<file path="src/rtl/ws2812_stream_tx.sv">
// ws2812_stream_tx
// Serialises 24-bit GRB pixel words into the single-wire WS2812 LED waveform.
// Pixels arrive over a valid/ready stream into a one-entry holding register,
// which lets the next pixel follow the current one with no idle clocks.
// A frame ends with a latch gap that holds the line low for RST_CYC clocks.
//
// Ports
//   wb_clk_i      in   clock
//   wb_rst_ni     in   asynchronous active-low reset
//   enable_i      in   transmitter enable, only sampled in IDLE
//   pix_valid_i   in   pixel word valid
//   pix_ready_o   out  holding register empty
//   pix_data_i    in   {G,R,B}, bit 23 sent first
//   pix_last_i    in   last word of the frame, latch gap follows it
//   led_o         out  registered serial waveform
//   led_oeb_o     out  registered ~enable_i (pad output enable, active low)
//   busy_o        out  high whenever the FSM is not in IDLE
//   frame_done_o  out  one-cycle pulse on the last clock of the latch gap
//   underrun_o    out  one-cycle pulse when a mid-frame gap reaches RST_CYC
//   state_o       out  current FSM state (debug)
//
// Handshake: a word transfers on every rising edge where pix_valid_i and
// pix_ready_o are both high. pix_ready_o depends only on the holding register
// being empty, never on pix_valid_i, and the source must hold its word stable
// while valid is high and ready is low.

module ws2812_stream_tx #(
    parameter int T0H_CYC = 14,
    parameter int T1H_CYC = 28,
    parameter int BIT_CYC = 50,
    parameter int RST_CYC = 2000
) (
    input  logic        wb_clk_i,
    input  logic        wb_rst_ni,
    input  logic        enable_i,
    input  logic        pix_valid_i,
    output logic        pix_ready_o,
    input  logic [23:0] pix_data_i,
    input  logic        pix_last_i,
    output logic        led_o,
    output logic        led_oeb_o,
    output logic        busy_o,
    output logic        frame_done_o,
    output logic        underrun_o,
    output logic [1:0]  state_o
);

    localparam int CNT_MAX = (BIT_CYC > RST_CYC) ? BIT_CYC : RST_CYC;
    localparam int CW      = $clog2(CNT_MAX + 1);

    localparam logic [CW-1:0] BIT_END = CW'(BIT_CYC - 1);
    localparam logic [CW-1:0] RST_END = CW'(RST_CYC - 1);
    localparam logic [CW-1:0] T0H     = CW'(T0H_CYC);
    localparam logic [CW-1:0] T1H     = CW'(T1H_CYC);

    typedef enum logic [1:0] {
        IDLE  = 2'd0,
        SHIFT = 2'd1,
        GAP   = 2'd2,
        LATCH = 2'd3
    } state_t;

    state_t        state, state_nxt;
    logic [CW-1:0] cnt, cnt_nxt;
    logic [4:0]    bit_idx, bit_idx_nxt;
    logic [23:0]   sh, sh_nxt;
    logic          sh_last, sh_last_nxt;
    logic [23:0]   hold;
    logic          hold_last;
    logic          hold_full;
    logic          accept;
    logic          consume;
    logic          led_nxt;

    assign pix_ready_o = ~hold_full;
    assign accept      = pix_valid_i & ~hold_full;
    assign busy_o      = (state != IDLE);
    assign state_o     = state;

    // Next-state, counters, shifter and the two status pulses.
    // "consume" marks the cycle the shifter takes the holding register.
    always_comb begin
        state_nxt    = state;
        cnt_nxt      = cnt;
        bit_idx_nxt  = bit_idx;
        sh_nxt       = sh;
        sh_last_nxt  = sh_last;
        consume      = 1'b0;
        led_nxt      = 1'b0;
        frame_done_o = 1'b0;
        underrun_o   = 1'b0;

        case (state)
            IDLE: begin
                if (enable_i && hold_full) begin
                    consume     = 1'b1;
                    sh_nxt      = hold;
                    sh_last_nxt = hold_last;
                    bit_idx_nxt = 5'd23;
                    cnt_nxt     = '0;
                    state_nxt   = SHIFT;
                end
            end

            SHIFT: begin
                // High for the first T1H or T0H clocks of each bit period.
                led_nxt = (cnt < (sh[23] ? T1H : T0H));
                if (cnt == BIT_END) begin
                    cnt_nxt = '0;
                    if (bit_idx == 5'd0) begin
                        if (sh_last) begin
                            state_nxt = LATCH;
                        end else if (hold_full) begin
                            // Reload straight away so the next pixel's first
                            // bit follows with no idle clock.
                            consume     = 1'b1;
                            sh_nxt      = hold;
                            sh_last_nxt = hold_last;
                            bit_idx_nxt = 5'd23;
                        end else begin
                            state_nxt = GAP;
                        end
                    end else begin
                        sh_nxt      = {sh[22:0], 1'b0};
                        bit_idx_nxt = bit_idx - 5'd1;
                    end
                end else begin
                    cnt_nxt = cnt + 1'b1;
                end
            end

            GAP: begin
                // Arriving data wins over the underrun on the same clock.
                if (hold_full) begin
                    consume     = 1'b1;
                    sh_nxt      = hold;
                    sh_last_nxt = hold_last;
                    bit_idx_nxt = 5'd23;
                    cnt_nxt     = '0;
                    state_nxt   = SHIFT;
                end else if (cnt == RST_END) begin
                    underrun_o = 1'b1;
                    cnt_nxt    = '0;
                    state_nxt  = IDLE;
                end else begin
                    cnt_nxt = cnt + 1'b1;
                end
            end

            LATCH: begin
                if (cnt == RST_END) begin
                    frame_done_o = 1'b1;
                    cnt_nxt      = '0;
                    state_nxt    = IDLE;
                end else begin
                    cnt_nxt = cnt + 1'b1;
                end
            end

            default: begin
                state_nxt = IDLE;
                cnt_nxt   = '0;
            end
        endcase
    end

    always_ff @(posedge wb_clk_i or negedge wb_rst_ni) begin
        if (!wb_rst_ni) begin
            state   <= IDLE;
            cnt     <= '0;
            bit_idx <= 5'd23;
            sh      <= '0;
            sh_last <= 1'b0;
        end else begin
            state   <= state_nxt;
            cnt     <= cnt_nxt;
            bit_idx <= bit_idx_nxt;
            sh      <= sh_nxt;
            sh_last <= sh_last_nxt;
        end
    end

    // Holding register. If a reload and a new accept land on the same edge,
    // the shifter takes the old word and the new one stays buffered.
    always_ff @(posedge wb_clk_i or negedge wb_rst_ni) begin
        if (!wb_rst_ni) begin
            hold      <= '0;
            hold_last <= 1'b0;
            hold_full <= 1'b0;
        end else begin
            if (accept) begin
                hold      <= pix_data_i;
                hold_last <= pix_last_i;
            end
            hold_full <= (hold_full & ~consume) | accept;
        end
    end

    // Pad outputs. led_nxt is 0 outside SHIFT, so the line is low in IDLE.
    always_ff @(posedge wb_clk_i or negedge wb_rst_ni) begin
        if (!wb_rst_ni) begin
            led_o     <= 1'b0;
            led_oeb_o <= 1'b1;
        end else begin
            led_o     <= led_nxt;
            led_oeb_o <= ~enable_i;
        end
    end

endmodule

</file>
<file path="config.mk">
export PLATFORM = sky130hd
export DESIGN_NAME = ws2812_stream_tx
export DESIGN_NICKNAME = d
export VERILOG_FILES = /design/src/rtl/ws2812_stream_tx.sv
export SDC_FILE = /design/constraint.sdc
export NUM_CORES = 1
export LEC_CHECK = 0
export ABC_CLOCK_PERIOD_IN_PS = 5900
export BUFFER_PORTS_ARGS = -buffer_cell sky130_fd_sc_hd__buf_2
export CAP_MARGIN = 10
export CORE_ASPECT_RATIO = 1.1
export CORE_MARGIN = 2
export CORE_UTILIZATION = 36
export DETAILED_ROUTE_END_ITERATION = 6
export GPL_TIMING_DRIVEN = 1
export HOLD_SLACK_MARGIN = 0.08
export PLACE_DENSITY = 0.6
export SLEW_MARGIN = 40
export SYNTH_ARGS = -nofsm -noshare
export SYNTH_HDL_FRONTEND = slang
export SYNTH_SLANG_ARGS = --single-unit
</file>
<file path="constraint.sdc">
create_clock -name wb_clk_i -period 5.9 [get_ports wb_clk_i]
set_input_delay 0.59 -clock wb_clk_i [delete_from_list [all_inputs] [get_ports wb_clk_i]]
set_output_delay 0.59 -clock wb_clk_i [all_outputs]
set_load 0.005 [all_outputs]
</file>
==> flow_summary.toml, run 1 <==
[sta]
final_hold_viol_count = 0
max_slew.worst_pin.slew_ns = 0.682
max_slew_margin = 0.545
fin_crit_ns = 2.76
fmax_mhz = 362
finalCritPeriodShare = 0.468
rsz0062_at_grt = "no"
finalSetupViolations = 0
worst_clock_skew_ns = 0.0132
setup-tns-final_ns = 0
hold_slack_ns = 0.331
finalMaxSlewViolations = 0

[logic_synthesis]
ys_seq_elements = 71
synth_seq_area_share = 0.518
synth_top_cells_by_area = "dfrtp_1 (48%), mux2_2 (8.2%), o2bb2ai_1 (5.9%)"
syn_nets = 337
avgSynthCellArea_um2 = 11.5
yosysWarnings = 0
synth.largest_area_cell = "dfrtp_1"
synthDistinctLibCells = 51
netlist.area_leader.share = 0.480
syn_area_mm2 = 0.00344
synthCells = 300

[setup_path]
cp-start-kind = "register"
cp-end-kind = "register"
crit_fanout = 32
critPathRequiredTime_ns = 6.13
rr_worst_depth = 7
critPathKind = "reg2reg"
arrival_ns = 2.99

[floorplan]
ios = 37
core_mm2 = 0.00931
die_h_um = 107
dieArea_mm2 = 0.0104
row_count = 37
initial_utilization = 0.370
die_w_um = 97.2

[placed_design]
portBuffers = 36
post-dp-hpwl_um = 4780
place.gp.congestion = 0.797

[finish]
drive_gt1_frac = 0.285
syn_to_final_growth_pct = 15.2
fin_nets = 369
layout_commonest_cell = "dfrtp_1"
layout_common_cells = "dfrtp_1 (66), buf_2 (36), mux2_2 (25), a22oi_1 (24), o2bb2ai_1 (23)"
n_antenna_cell = 0

[pwr]
p_int_mw = 1.46
clkPwrFrac = 0.186
p_sw_mw = 0.992
combPwrFrac = 0.450
leakagePower_nw = 1.67
pwr_density_cell_mw_per_mm2 = 619
seqPwrFrac = 0.364
netSwitchingFraction = 0.405
irDropWorstVdd_mv = 0.272

[status]
outcome = "complete, no violations"

[global_routing]
grt_pass1_vias = 2474
grt_pass1_wl_um = 12900
grt_max_degree = 72
track_usage = 0.154
grt_antenna_before_repair = 0
grt_remaining_overflow = 0

[cts]
cts_resized = 0
cts-root-buf = "clkbuf_8"
cts_tree = "yes"
clock-sinks = 71
post-cts-setup-buffer-count = 0
cts_hold_buf = 0
clk_latency_ns = 0.35
clk_pin_slew_worst_paths_ns = 0.09
htreeDepth = 3
clk_path_buf_depth = 2
cts-buffers-inserted = 9

[routing]
ant_nets = 0
dr.pass1.iters = 5
drc = 0
vias = 2529
wl_um = 7420
vias_per_cell = 5.57
wl_per_cell_um = 16.3
first_iter_violations = 155

[flow_run]
drv_cap = 0

[worst_hold_path]
hp-class = "in2async"
-- final cells by class --
type | count | area (um2)
clock inverter | 4 | 77.6
multi-input combinational | 198 | 1540
timing repair buffer | 40 | 218
inverter | 12 | 45.0
clock buffer | 12 | 155
fill | 872 | 5340
sequential | 71 | 1780
tap | 117 | 146
-- registers in the layout, indices dropped and copies added (netlist names) --
signal / flops
state_o: 2
hold: 24
sh_last: 1
hold_last: 1
hold_full: 1
cnt: 11
led_oeb_o: 1
sh: 24
bit_idx: 5
led_o: 1
-- worst max-delay path, stage by stage (launching register included) --
cell     delay (ns)
dfrtp_1        0.42
inv_1          0.09
ha_1           0.13
or3b_2         0.48
o41ai_4        0.34
nand4_4        0.47
a31o_4         0.49
a32o_1         0.23
-- metal layers --
metal	wire, um	share of wire	vias up	track usage
met3	321	0.043	9	0.0296
met2	3350	0.45	63	0.222
met4	141	0.019	0	0.0724
li1	-	-	1207	-
met1	3610	0.49	1250	0.222
met5	0	0	-	0
-- power groups by stage --
stage	clock network, mW	registers (mW)	logic (mW)
final	0.457	0.893	1.10
after global routing	0.488	0.927	1.26
after CTS	0.466	0.893	1.10
after detailed placement	0	0.899	1.10
after global placement	0	0.893	1.05
after floorplan	0	0.834	0.912
-- per-stage QoR --
step	power (mW)	worst slack, ns	utilization	instances	instance area, um2
5_1_grt	2.67	2.96	0.426	454	3960
2_1_floorplan	1.75	3.71	-	300	3440
4_1_cts	2.46	2.80	0.425	454	3950
6_report	2.45	3.14	0.426	454	3960
3_5_place_dp	2.00	2.81	0.400	438	3720
3_3_place_gp	1.94	2.90	0.398	437	3700
-- Yosys cell counts, drive strengths merged --
master,count
or4b,1
nor4b,2
a32o,1
buf,7
inv,11
o31a,3
a221o,1
dfstp,5
nand3,6
dfrtp,66
a211o,1
nand2b,2
o21ai,12
nor2,8
o21bai,1
a31oi,9
clkbuf,12
and2,2
o21a,1
xor2,2
nand4,3
clkinv,1
nor3,3
o32ai,1
a21oi,9
nand2,20
o2bb2ai,23
o2111ai,2
o22ai,2
mux2,25
o41ai,2
o31ai,3
or4,3
a21boi,1
nor4,1
a31o,1
and3,3
or3,2
or3b,2
a22o,2
a41oi,3
a22oi,24
ha,8
nor2b,3
-- path summary, 6_finish.rpt --
check                              startpoint                      to  slack, ns
max                        cnt[1]$_DFFE_PN0N_       sh[0]$_DFFE_PN0P_       3.14
min                                 wb_rst_ni      cnt[5]$_DFFE_PN0N_       0.33
max reg2reg                cnt[1]$_DFFE_PN0N_       sh[0]$_DFFE_PN0P_       3.14
min reg2reg                sh[16]$_DFFE_PN0P_      sh[16]$_DFFE_PN0P_       0.50
max in group asynchronous           wb_rst_ni  bit_idx[3]$_DFFE_PN0P_       5.11
min in group wb_clk_i                enable_i     led_oeb_o$_DFF_PN1_       0.39
-- cell families (layout without fill, tap and decap cells) --
kind of cell	Yosys count	in the layout	share of synthesized area
buffers and inverters	31	68	0.0396
muxes	25	25	0.0818
AOI/OAI and AO/OA	102	102	0.231
adders and majority gates	8	8	0.0291
and+or+nand+nor	61	61	0.0953
DFF	71	71	0.518
xor gates and xnor gates	2	2	0.00509
Power figures use the tool's default switching activity.
==> run 2, diff against run 1 <==
- ABC_AREA: default -> 1
- ABC_CLOCK_PERIOD_IN_PS: 5900 -> 2420
- PLACE_DENSITY: 0.6 -> 0.62
- clock period: 5.9 -> 2.42 ns (I/O delays scaled with it)
==> run 2 against run 1 <==
Compared with the run above: global-route usage increased by 0.88 points; cell count increased by 70%; sequential share of layout area decreased by 8.8 points; critical path type unchanged; critical endpoint is now sh[15]$_DFFE_PN0P_; largest cell class is now multi-input gates; highest routed layer unchanged.
==> flow_summary.toml, run 2 <==
[status]
outcome = "complete, no violations"

[logic_synthesis]
netlist.area_leader.share = 0.387
synthCells = 585
synth_commonest_cells = "nand2_1 (249), dfrtp_1 (66), nor2_1 (62)"
synth_seq_area_share = 0.417
synthDistinctLibCells = 33
avgSynthCellArea_um2 = 7.30
async_flop_share = 1.00
synth_edf_count = 0
syn_nets = 622
yosysWarnings = 0
syn_area_mm2 = 0.00427
ys_seq_elements = 71
post-synth-top-count-cell = "nand2_1"
synth.largest_area_cell = "dfrtp_1"
ys.flop_type = "dfrtp_1"
synth_top_cells_by_area = "dfrtp_1 (39%), nand2_1 (22%), mux2_2 (6.3%)"

[pwr]
finalPower_mw = 7.20
pwr_density_cell_mw_per_mm2 = 1460
irDropWorstVdd_mv = 0.583
leakagePower_nw = 2.48

[routing]
dr.pass1.iters = 5
wl_um = 9650
first_iter_violations = 228
ant_nets = 0
wl_per_cell_um = 12.5
drc = 0
vias_per_cell = 4.83
vias = 3728

[global_routing]
grtUsageMet1 = 0.209
grt_remaining_overflow = 0
busiest_layer = "met2"
grt_pass1_wl_um = 16900
grt_antenna_before_repair = 0
grt_util_met2 = 0.271
grt_pass1_vias = 3660
grt_max_degree = 47
track_usage = 0.163
grt_use_met3 = 0.0303

[finish]
syn_to_final_growth_pct = 15.2
n_antenna_cell = 0
reg_top3 = "hold: 24 flops, sh: 24 flops, cnt: 11 flops"
drive_gt1_frac = 0.167
fin_nets = 654
design_area_mm2 = 0.00492
layout_commonest_cell = "nand2_1"
nFillCells = 1157
multiInputGateArea_mm2 = 0.00217
regArea_mm2 = 0.00178
final_cells = 772
final_core_util = 0.426
layout_common_cells = "nand2_1 (249), dfrtp_1 (66), nor2_1 (62), nand3_1 (49), buf_2 (36)"

[floorplan]
initial_utilization = 0.370
die_h_um = 118
ios = 37
row_count = 41
die_w_um = 108
dieArea_mm2 = 0.0128
core_mm2 = 0.0115

[setup_path]
critPathRequiredTime_ns = 2.69
cp-start-kind = "register"
crit_fanout = 27
cp-end-kind = "register"
arrival_ns = 2.22
critPathKind = "reg2reg"

[cts]
cts-buffers-inserted = 9
htreeDepth = 3
cts_tree = "yes"
clk_latency_ns = 0.33
cts_resized = 0
clk_pin_slew_worst_paths_ns = 0.06
clk_path_buf_depth = 2
cts-root-buf = "clkbuf_16"
clock-sinks = 71

[placed_design]
portBuffers = 36
post-dp-hpwl_um = 6480
placed_cell_area_mm2 = 0.00457
place.gp.congestion = 0.845
placed_cells = 754

[sta]
fmax_mhz = 513
final_hold_viol_count = 0
finalMaxSlewViolations = 0
worst_clock_skew_ns = 0.00836
finalSetupViolations = 0
max_slew_margin = 0.539
setup-tns-final_ns = 0
finalCritPeriodShare = 0.806
fin_crit_ns = 1.95
max_slew.worst_pin.slew_ns = 0.689
rsz0062_at_grt = "no"

[worst_hold_path]
hp-class = "in2reg"

[flow_run]
drv_cap = 0
-- run 2: cell types whose count changed after synthesis, moves of 5 or more --
cell	change
nand2_1	+229
nor2_1	+54
nand3_1	+43
a22oi_1	-23
inv_1	+23
o2bb2ai_1	-23
a31oi_1	-9
o21ai_1	+9
a21oi_1	-6
buf_4	+5
xor2_1	+5
-- run 2: kinds of logic after synthesis --
kind of cell             Yosys count  synth area share
AND/OR/NAND/NOR                  377             0.363
flip-flops                        71             0.417
buffers and inverters             65            0.0744
AO/OA/AOI/OAI                     32            0.0419
multiplexers                      24            0.0633
XOR/XNOR                           8            0.0164
adder cells (fa/ha/maj)            8            0.0234
-- run 2: per-layer routing --
metal	vias to the layer above	wire length [um]
met5	-	0
met4	0	68
met3	6	318
met2	61	4770
met1	1756	4490
li1	1905	-
-- run 2: layout make-up --
type / instances / share of cell area
repair buffers: 50 / 0.0641
multi-input cells: 449 / 0.441
inverters: 36 / 0.0275
clock inverters: 3 / 0.00966
well taps: 150 / 0.0381
flip-flops and latches: 71 / 0.362
clock buffers: 13 / 0.0570
-- run 2: final timing paths --
check / startpoint / endpoint / cells past startpoint / slack, ns
worst max-delay path: bit_idx[0]$_DFFE_PN1P_ / sh[15]$_DFFE_PN0P_ / 10 / 0.47
worst min-delay path: pix_data_i[13] / hold[13]$_DFFE_PN0P_ / 2 / 0.14
worst max register to register: bit_idx[0]$_DFFE_PN1P_ / sh[15]$_DFFE_PN0P_ / 10 / 0.47
worst min register to register: sh[23]$_DFFE_PN0P_ / sh[23]$_DFFE_PN0P_ / 2 / 0.48
max in group asynchronous: wb_rst_ni / bit_idx[0]$_DFFE_PN1P_ / 3 / 1.21
min in group asynchronous: wb_rst_ni / cnt[8]$_DFFE_PN0N_ / 2 / 0.47
-- run 2: timing repair --
action | 4_1_cts | 5_1_grt
hold endpoints to repair | 22 | 0
hold buffers | 2 | 0
buffers inserted | 0 | 0
-- run 2: metrics by stage --
| step | setup slack [ns] | hold WS (ns) |
|---|---|---|
| after CTS | 0.479 | 0.124 |
| final | 0.470 | 0.135 |
| after detailed placement | 0.491 | 0.305 |
| after global routing | 0.335 | 0.132 |
| after floorplan | 0.782 | -0.0536 |
| after global placement | 0.548 | 0.301 |
-- run 2: where the power goes --
part,internal (mW),leakage (nW),switching (mW),total [mW]
clock network,0.916,0.162,0.510,1.43
logic,1.37,1.45,2.24,3.61
registers,1.75,0.873,0.419,2.17
-- run 2: worst max-delay path, stage by stage (launching register included) --
cell     delay, ns
dfstp_2       0.55
inv_1         0.07
ha_1          0.28
nand3_4       0.15
nor2_1        0.06
nor2_2        0.12
nand2_4       0.20
buf_12        0.24
nor2_1        0.10
nand2_1       0.06
nand2_1       0.05
